<file path="config.mk">
export PLATFORM = sky130hd
export DESIGN_NAME = pipe_hazard_ctrl_flat
export DESIGN_NICKNAME = d
export VERILOG_FILES = /design/src/rtl/pipe_hazard_ctrl_if.sv /design/src/rtl/pipe_hazard_ctrl.sv /design/src/flat_wrapper.sv
export SDC_FILE = /design/constraint.sdc
export NUM_CORES = 1
export LEC_CHECK = 0
export CAP_MARGIN = 5
export CORE_MARGIN = 3
export CORE_UTILIZATION = 45
export CTS_CLUSTER_DIAMETER = 80
export DETAILED_ROUTE_END_ITERATION = 12
export PLACE_DENSITY = 0.82
export SETUP_SLACK_MARGIN = 0.4
export SLEW_MARGIN = 40
export SYNTH_ARGS = -nofsm -noshare
export SYNTH_HDL_FRONTEND = slang
export SYNTH_SLANG_ARGS = --single-unit
</file>
<file path="constraint.sdc">
create_clock -name clock -period 5.9 [get_ports clock]
set_input_delay 1.18 -clock clock [delete_from_list [all_inputs] [get_ports clock]]
set_output_delay 1.18 -clock clock [all_outputs]
set_load 0.01 [all_outputs]
</file>
<file path="src/rtl/pipe_hazard_ctrl_if.sv">
// Bundle of stage-register fields going into the hazard controller and the
// pipeline-register controls and status it drives back to the datapath.
interface pipe_hazard_ctrl_if;
    logic [4:0]  id_rs;
    logic [4:0]  id_rt;
    logic        id_uses_rs;
    logic        id_uses_rt;
    logic        id_is_mul;
    logic [4:0]  ex_rs;
    logic [4:0]  ex_rt;
    logic        ex_mem_read;
    logic        ex_reg_write;
    logic [4:0]  ex_dest;
    logic        mem_reg_write;
    logic [4:0]  mem_dest;
    logic        wb_reg_write;
    logic [4:0]  wb_dest;
    logic        br_taken;
    logic        mul_busy;
    logic        mul_done;

    logic        pc_write;
    logic        if_id_write;
    logic        if_id_flush;
    logic        id_ex_bubble;
    logic        ex_mem_flush;
    logic [1:0]  fwd_a;
    logic [1:0]  fwd_b;
    logic        mul_start;
    logic        mul_err;
    logic [15:0] stall_count;
    logic [1:0]  state;

    // Datapath side: supplies stage fields, consumes controls.
    modport master (
        output id_rs, id_rt, id_uses_rs, id_uses_rt, id_is_mul,
        output ex_rs, ex_rt, ex_mem_read, ex_reg_write, ex_dest,
        output mem_reg_write, mem_dest, wb_reg_write, wb_dest,
        output br_taken, mul_busy, mul_done,
        input  pc_write, if_id_write, if_id_flush, id_ex_bubble, ex_mem_flush,
        input  fwd_a, fwd_b, mul_start, mul_err, stall_count, state
    );

    // Controller side.
    modport slave (
        input  id_rs, id_rt, id_uses_rs, id_uses_rt, id_is_mul,
        input  ex_rs, ex_rt, ex_mem_read, ex_reg_write, ex_dest,
        input  mem_reg_write, mem_dest, wb_reg_write, wb_dest,
        input  br_taken, mul_busy, mul_done,
        output pc_write, if_id_write, if_id_flush, id_ex_bubble, ex_mem_flush,
        output fwd_a, fwd_b, mul_start, mul_err, stall_count, state
    );
endinterface

</file>
<file path="src/rtl/pipe_hazard_ctrl.sv">
// Hazard/sequencing controller for the 5-stage MIPS pipeline: forwarding,
// load-use stalls, branch flushes and multiply-unit handshaking.
module pipe_hazard_ctrl #(
    parameter int FLUSH_CYCLES = 1,
    parameter int MUL_TIMEOUT  = 64
) (
    input logic               clock,
    input logic               reset,
    pipe_hazard_ctrl_if.slave bus
);

    typedef enum logic [1:0] {
        RUN      = 2'b00,
        FLUSH    = 2'b01,
        MUL_WAIT = 2'b10
    } state_t;

    localparam logic [3:0] FLUSH_LOAD  = 4'(FLUSH_CYCLES - 1);
    localparam logic [7:0] TMO_LAST    = 8'(MUL_TIMEOUT - 1);
    localparam state_t     BRANCH_NEXT = (FLUSH_CYCLES > 1) ? FLUSH : RUN;

    state_t      state_q;
    state_t      state_d;
    logic [3:0]  flush_cnt_q;
    logic [3:0]  flush_cnt_d;
    logic [7:0]  tmo_cnt_q;
    logic [7:0]  tmo_cnt_d;
    logic        mul_ack_q;
    logic        mul_ack_d;
    logic        mul_err_q;
    logic        mul_err_d;
    logic [15:0] stall_cnt_q;

    logic        lu;
    logic        take_branch;
    logic        pc_write;
    logic        if_id_write;
    logic        if_id_flush;
    logic        id_ex_bubble;
    logic        ex_mem_flush;
    logic        mul_start;
    logic        unused_ok;

    // EX/MEM has the younger result, so it wins over MEM/WB; $0 never forwards.
    function automatic logic [1:0] fwd_sel(
        input logic       mem_we,
        input logic [4:0] mem_rd,
        input logic       wb_we,
        input logic [4:0] wb_rd,
        input logic [4:0] src
    );
        if (mem_we && (mem_rd != 5'd0) && (mem_rd == src)) begin
            return 2'b10;
        end else if (wb_we && (wb_rd != 5'd0) && (wb_rd == src)) begin
            return 2'b01;
        end
        return 2'b00;
    endfunction

    assign bus.fwd_a = fwd_sel(bus.mem_reg_write, bus.mem_dest,
                               bus.wb_reg_write, bus.wb_dest, bus.ex_rs);
    assign bus.fwd_b = fwd_sel(bus.mem_reg_write, bus.mem_dest,
                               bus.wb_reg_write, bus.wb_dest, bus.ex_rt);

    assign lu = bus.ex_mem_read && (bus.ex_dest != 5'd0) &&
                ((bus.id_uses_rs && (bus.id_rs == bus.ex_dest)) ||
                 (bus.id_uses_rt && (bus.id_rt == bus.ex_dest)));

    // A branch already being flushed cannot be overtaken by another one.
    assign take_branch = bus.br_taken && (state_q != FLUSH);

    assign unused_ok = bus.ex_reg_write;

    always_comb begin
        state_d      = state_q;
        flush_cnt_d  = flush_cnt_q;
        tmo_cnt_d    = tmo_cnt_q;
        mul_ack_d    = mul_ack_q;
        mul_err_d    = mul_err_q;
        pc_write     = 1'b1;
        if_id_write  = 1'b1;
        if_id_flush  = 1'b0;
        id_ex_bubble = 1'b0;
        ex_mem_flush = 1'b0;
        mul_start    = 1'b0;

        if (reset) begin
            pc_write     = 1'b0;
            if_id_write  = 1'b0;
            if_id_flush  = 1'b1;
            id_ex_bubble = 1'b1;
            ex_mem_flush = 1'b1;
        end else if (take_branch) begin
            if_id_flush  = 1'b1;
            id_ex_bubble = 1'b1;
            ex_mem_flush = 1'b1;
            state_d      = BRANCH_NEXT;
            flush_cnt_d  = FLUSH_LOAD;
        end else begin
            case (state_q)
                RUN: begin
                    if (lu) begin
                        pc_write     = 1'b0;
                        if_id_write  = 1'b0;
                        id_ex_bubble = 1'b1;
                    end else if (bus.id_is_mul && !mul_ack_q && !bus.mul_busy) begin
                        pc_write     = 1'b0;
                        if_id_write  = 1'b0;
                        id_ex_bubble = 1'b1;
                        mul_start    = 1'b1;
                        state_d      = MUL_WAIT;
                        tmo_cnt_d    = 8'd0;
                    end
                end
                FLUSH: begin
                    if_id_flush  = 1'b1;
                    id_ex_bubble = 1'b1;
                    ex_mem_flush = 1'b1;
                    flush_cnt_d  = flush_cnt_q - 4'd1;
                    if (flush_cnt_q <= 4'd1) begin
                        state_d = RUN;
                    end
                end
                MUL_WAIT: begin
                    pc_write     = 1'b0;
                    if_id_write  = 1'b0;
                    id_ex_bubble = 1'b1;
                    tmo_cnt_d    = tmo_cnt_q + 8'd1;
                    // A done arriving on the expiry cycle still counts as success.
                    if (bus.mul_done) begin
                        mul_ack_d = 1'b1;
                        state_d   = RUN;
                    end else if (tmo_cnt_q == TMO_LAST) begin
                        mul_err_d = 1'b1;
                        mul_ack_d = 1'b0;
                        state_d   = RUN;
                    end
                end
                default: state_d = RUN;
            endcase
        end

        // Once the multiply leaves ID the acknowledge has done its job.
        if (if_id_write) begin
            mul_ack_d = 1'b0;
        end
    end

    always_ff @(posedge clock) begin
        if (reset) begin
            state_q     <= RUN;
            flush_cnt_q <= 4'd0;
            tmo_cnt_q   <= 8'd0;
            mul_ack_q   <= 1'b0;
            mul_err_q   <= 1'b0;
            stall_cnt_q <= 16'd0;
        end else begin
            state_q     <= state_d;
            flush_cnt_q <= flush_cnt_d;
            tmo_cnt_q   <= tmo_cnt_d;
            mul_ack_q   <= mul_ack_d;
            mul_err_q   <= mul_err_d;
            if (!pc_write && (stall_cnt_q != 16'hFFFF)) begin
                stall_cnt_q <= stall_cnt_q + 16'd1;
            end
        end
    end

    assign bus.pc_write     = pc_write;
    assign bus.if_id_write  = if_id_write;
    assign bus.if_id_flush  = if_id_flush;
    assign bus.id_ex_bubble = id_ex_bubble;
    assign bus.ex_mem_flush = ex_mem_flush;
    assign bus.mul_start    = mul_start;
    assign bus.mul_err      = mul_err_q;
    assign bus.stall_count  = stall_cnt_q;
    assign bus.state        = state_q;

    a_start_single: assert property (@(posedge clock) disable iff (reset)
        bus.mul_start |=> !bus.mul_start);
    a_state_legal: assert property (@(posedge clock) disable iff (reset)
        state_q != 2'b11);

endmodule

</file>
<file path="src/flat_wrapper.sv">
// flat-port wrapper written by rule: the top's interface ports become plain ports
module pipe_hazard_ctrl_flat 
#(
    parameter int FLUSH_CYCLES = 1,
    parameter int MUL_TIMEOUT  = 64
)
  (clock, reset, bus_id_rs, bus_id_rt, bus_id_uses_rs, bus_id_uses_rt, bus_id_is_mul, bus_ex_rs, bus_ex_rt, bus_ex_mem_read, bus_ex_reg_write, bus_ex_dest, bus_mem_reg_write, bus_mem_dest, bus_wb_reg_write, bus_wb_dest, bus_br_taken, bus_mul_busy, bus_mul_done, bus_pc_write, bus_if_id_write, bus_if_id_flush, bus_id_ex_bubble, bus_ex_mem_flush, bus_fwd_a, bus_fwd_b, bus_mul_start, bus_mul_err, bus_stall_count, bus_state);
  pipe_hazard_ctrl_if bus_i ();
  input logic clock;
  input logic reset;
  input wire logic [$bits(bus_i.id_rs)-1:0] bus_id_rs;
  input wire logic [$bits(bus_i.id_rt)-1:0] bus_id_rt;
  input wire logic [$bits(bus_i.id_uses_rs)-1:0] bus_id_uses_rs;
  input wire logic [$bits(bus_i.id_uses_rt)-1:0] bus_id_uses_rt;
  input wire logic [$bits(bus_i.id_is_mul)-1:0] bus_id_is_mul;
  input wire logic [$bits(bus_i.ex_rs)-1:0] bus_ex_rs;
  input wire logic [$bits(bus_i.ex_rt)-1:0] bus_ex_rt;
  input wire logic [$bits(bus_i.ex_mem_read)-1:0] bus_ex_mem_read;
  input wire logic [$bits(bus_i.ex_reg_write)-1:0] bus_ex_reg_write;
  input wire logic [$bits(bus_i.ex_dest)-1:0] bus_ex_dest;
  input wire logic [$bits(bus_i.mem_reg_write)-1:0] bus_mem_reg_write;
  input wire logic [$bits(bus_i.mem_dest)-1:0] bus_mem_dest;
  input wire logic [$bits(bus_i.wb_reg_write)-1:0] bus_wb_reg_write;
  input wire logic [$bits(bus_i.wb_dest)-1:0] bus_wb_dest;
  input wire logic [$bits(bus_i.br_taken)-1:0] bus_br_taken;
  input wire logic [$bits(bus_i.mul_busy)-1:0] bus_mul_busy;
  input wire logic [$bits(bus_i.mul_done)-1:0] bus_mul_done;
  output wire logic [$bits(bus_i.pc_write)-1:0] bus_pc_write;
  output wire logic [$bits(bus_i.if_id_write)-1:0] bus_if_id_write;
  output wire logic [$bits(bus_i.if_id_flush)-1:0] bus_if_id_flush;
  output wire logic [$bits(bus_i.id_ex_bubble)-1:0] bus_id_ex_bubble;
  output wire logic [$bits(bus_i.ex_mem_flush)-1:0] bus_ex_mem_flush;
  output wire logic [$bits(bus_i.fwd_a)-1:0] bus_fwd_a;
  output wire logic [$bits(bus_i.fwd_b)-1:0] bus_fwd_b;
  output wire logic [$bits(bus_i.mul_start)-1:0] bus_mul_start;
  output wire logic [$bits(bus_i.mul_err)-1:0] bus_mul_err;
  output wire logic [$bits(bus_i.stall_count)-1:0] bus_stall_count;
  output wire logic [$bits(bus_i.state)-1:0] bus_state;
  assign bus_i.id_rs = bus_id_rs;
  assign bus_i.id_rt = bus_id_rt;
  assign bus_i.id_uses_rs = bus_id_uses_rs;
  assign bus_i.id_uses_rt = bus_id_uses_rt;
  assign bus_i.id_is_mul = bus_id_is_mul;
  assign bus_i.ex_rs = bus_ex_rs;
  assign bus_i.ex_rt = bus_ex_rt;
  assign bus_i.ex_mem_read = bus_ex_mem_read;
  assign bus_i.ex_reg_write = bus_ex_reg_write;
  assign bus_i.ex_dest = bus_ex_dest;
  assign bus_i.mem_reg_write = bus_mem_reg_write;
  assign bus_i.mem_dest = bus_mem_dest;
  assign bus_i.wb_reg_write = bus_wb_reg_write;
  assign bus_i.wb_dest = bus_wb_dest;
  assign bus_i.br_taken = bus_br_taken;
  assign bus_i.mul_busy = bus_mul_busy;
  assign bus_i.mul_done = bus_mul_done;
  assign bus_pc_write = bus_i.pc_write;
  assign bus_if_id_write = bus_i.if_id_write;
  assign bus_if_id_flush = bus_i.if_id_flush;
  assign bus_id_ex_bubble = bus_i.id_ex_bubble;
  assign bus_ex_mem_flush = bus_i.ex_mem_flush;
  assign bus_fwd_a = bus_i.fwd_a;
  assign bus_fwd_b = bus_i.fwd_b;
  assign bus_mul_start = bus_i.mul_start;
  assign bus_mul_err = bus_i.mul_err;
  assign bus_stall_count = bus_i.stall_count;
  assign bus_state = bus_i.state;
  pipe_hazard_ctrl #(.FLUSH_CYCLES(FLUSH_CYCLES), .MUL_TIMEOUT(MUL_TIMEOUT)) u_core (.clock(clock), .reset(reset), .bus(bus_i));
endmodule
</file>
==> flow_metrics.py <==
metrics = {
    "setup_path": {
        "cp.buffers_inverters": 2,
        "path_delay_family": "buffers and inverters",
        "max_stage_delay_ns": 0.53,
        "cp-startpoint": "bus_ex_dest[2]",
        "ff2ff_setup_slack_ns": 3.71,
        "crit_path_start_kind": "input pin",
        "worstSetupPathType": "input pin to output pin",
        "reg2reg_from": "u_core.bus.stall_count[0]",
        "crit_path_top_delay_cell": "clkdlybuf4s50_1",
        "reg2reg_to": "u_core.bus.stall_count[11]",
        "crit_required_ns": 4.72,
        "cp_max_fo": 18,
        "crit_cells": 7,
        "cp.arrival_ns": 3.60,
        "endpoint": "bus_id_ex_bubble",
        "ff2ff_path_depth": 8,
        "path_cells": "clkdlybuf4s50_1 -> xor2_1 -> nor4_1 -> a32oi_1 -> o21ai_4 -> or2_2 -> clkdlybuf4s50_1",
        "endpoint_kind": "output pin",
        "crit_top_cell": "clkdlybuf4s50_1",
    },
    "die": {
        "die_y_um": 67.4,
        "dieArea_sq_um": 4550,
        "core_sq_um": 3490,
        "rows": 21,
        "chipWidth_um": 67.4,
        "start_util_pct": 48.6,
        "num_io_pins": 76,
    },
    "logic_synthesis": {
        "synth_edf_count": 0,
        "async_reset_ff_share_pct": 0,
        "netlist_area_sq_um": 1700,
        "ys_seq_area_share_pct": 31.8,
        "syn_avg_cell_area_sq_um": 8.13,
        "synth-seq-cells": 27,
        "yosysTopAreaCell": "dfxtp_1",
        "synth_area_leaders": "dfxtp_1 32%, xor2_1 19%, nor2_1 7.5%",
        "synth_ff_type": "dfxtp_1",
        "synthCells": 209,
        "yosysTopAreaCellShare_pct": 31.8,
        "synth.distinct_cells": 34,
        "yosysWarnings": 0,
        "syn-num-nets": 258,
    },
    "hold_path": {
        "holdPathStages": 2,
        "min_path_type": "flip-flop to flip-flop",
    },
    "clocking": {
        "cts_tree": "built",
        "clock_sinks": 27,
        "clkTransAtPathRegs_ns": 0.09,
        "max-clock-path-buffers": 2,
        "cts_setup_buffers": 0,
        "holdBufCountCts": 0,
        "clk_latency_ns": 0.27,
        "htreeDepth": 1,
        "cts_root_buf": "clkbuf_8",
        "ctsResizeCount": 0,
        "cts_buffers": 3,
    },
    "timing": {
        "finalCriticalPeriod_ns": 4.78,
        "slew_viol_final": 0,
        "max_slew.worst_pin.slew_ns": 0.763,
        "period_share_pct": 81.0,
        "rsz0062_at_grt": "false",
        "slew_headroom_pct": 49.0,
        "finClkSkew_ns": 0.00427,
        "finalSetupViolCount": 0,
        "hold_viol_final": 0,
        "fin_ws_ns": 1.12,
        "setup_tns_ns": 0,
        "fmax_mhz": 209,
    },
    "finish": {
        "nets": 328,
        "diodes": 0,
        "num-fill-cells": 305,
        "multi_input_area_sq_um": 1110,
        "register_area_sq_um": 541,
        "layout-drive-gt1-share_pct": 3.96,
        "area_delta_synth_final_pct": 46.8,
    },
    "route": {
        "wirelength_um": 4410,
        "drt_iter0_markers": 45,
        "antenna_left": 0,
        "viasPerCell": 5.23,
        "wl_per_cell_um": 13.6,
        "num_vias": 1695,
        "drc": 0,
        "drtPass1Iterations": 4,
    },
    "placement": {
        "portBuffers": 73,
        "gp_congestion": 0.920,
        "place_ws_ns": 1.11,
        "place_hpwl_um": 3610,
    },
    "power": {
        "p_per_area_nw_per_um2": 149,
        "p_leak_nw": 0.868,
        "irDropWorstVdd_mv": 0.0916,
    },
    "global_routing": {
        "grt_overflow": 0,
        "grtUsageTotal_pct": 20.4,
        "grt_pass1_wl_um": 7260,
        "grt_pass1_vias": 1646,
        "antenna_found_initial": 0,
        "grt_max_degree": 23,
    },
    "status": {
        "outcome": "complete, no violations",
    },
    "job": {
        "cap_viol_max_count": 0,
    },
}
==> layout by cell type, fill, tap and decap left out, types with 2 or more instances in the layout <==
master            n
nand2_1           6
xnor2_1          12
a22oi_1           2
xor2_1           36
dfxtp_1          27
nand4_1           7
clkdlybuf4s50_1  73
a21oi_1           6
nor3b_1           2
nand3_1          19
and3_1            5
nor3_1            5
or2_2             2
or4_1             5
nor2_1           33
inv_1             3
nor4_1            6
or3_1             4
and4_1            2
o21ai_0           5
ha_1              2
clkbuf_8          3
==> how the worst min path moves through the flow <==
stage | start | slack (ns) | endpoint
finish | u_core.bus.stall_count[1] | 0.51 | u_core.bus.stall_count[1]
global route | u_core.bus.mul_err | 0.54 | u_core.bus.mul_err
CTS | u_core.tmo_cnt_q[4] | 0.50 | u_core.tmo_cnt_q[4]
detailed placement | u_core.tmo_cnt_q[4] | 0.49 | u_core.tmo_cnt_q[4]
global placement | u_core.bus.mul_err | 0.46 | u_core.bus.mul_err
floorplan | u_core.tmo_cnt_q[4] | 0.47 | u_core.tmo_cnt_q[4]
==> flip-flops by register name, indices dropped and copies added (netlist names) <==
signal and count:
u_core.bus.mul_err 1, u_core.bus.stall_count 16, u_core.bus.state 1, u_core.mul_ack_q 1, u_core.tmo_cnt_q 8
==> tightest hold or removal path, stage by stage, from the launching register on <==
cell	delay [ns]
dfxtp_1	0.35
nand2_1	0.06
a21oi_1	0.05
==> cell families after synthesis <==
family	after synthesis	synth area share (%)
AOI/OAI and AO/OA	19	7.73
xor gates and xnor gates	48	24.7
adders and majority gates	2	1.47
buffers and inverters	11	3.17
DFF	27	31.8
muxes	1	0.589
other	1	0.221
and+or+nand+nor	100	30.3
==> where the power goes <==
part | switching, mW | leakage (nW) | total, mW | internal (mW)
registers | 0.00146 | 0.218 | 0.185 | 0.183
clock network | 0.0559 | 0.0255 | 0.103 | 0.0473
logic | 0.0359 | 0.625 | 0.0839 | 0.0480
==> cells in the mapped netlist, drive strengths merged (3+ instances only) <==
cell type / count
xor2: 36
o21ai: 7
dfxtp: 27
nand3: 19
nor3: 5
or3: 4
xnor2: 12
and3: 5
clkbuf: 4
nand4: 7
a21oi: 6
nor2: 34
or4: 5
buf: 4
inv: 3
nand2: 7
nor4: 6
==> per-stage QoR <==
step	power, mW	cells	area [sq um]	hold WS (ns)	util (%)
floorplan	0.225	209	1700	0.467	-
global placement	0.272	320	2440	0.463	70.0
detailed placement	0.273	320	2450	0.488	70.0
CTS	0.376	324	2490	0.501	71.4
global route	0.390	324	2490	0.538	71.4
finish	0.372	324	2490	0.507	71.4
==> routing by layer <==
layer	track usage, %	vias up	part of all wire [%]
met3	2.16	4	3.1
li1	-	867	-
met4	6.08	0	1.3
met5	0	-	0
met1	25.3	785	44
met2	36.8	39	52
==> area by class of cell <==
cell class              instances  area share (%)
multi-input cells             171            44.4
repair buffers                 73            29.3
flip-flops and latches         27            21.7
well taps                      46            2.31
clock buffers                   3            1.66
inverters                       3           0.452
clock inverters                 1           0.201
(Power assumes the default switching activity.)
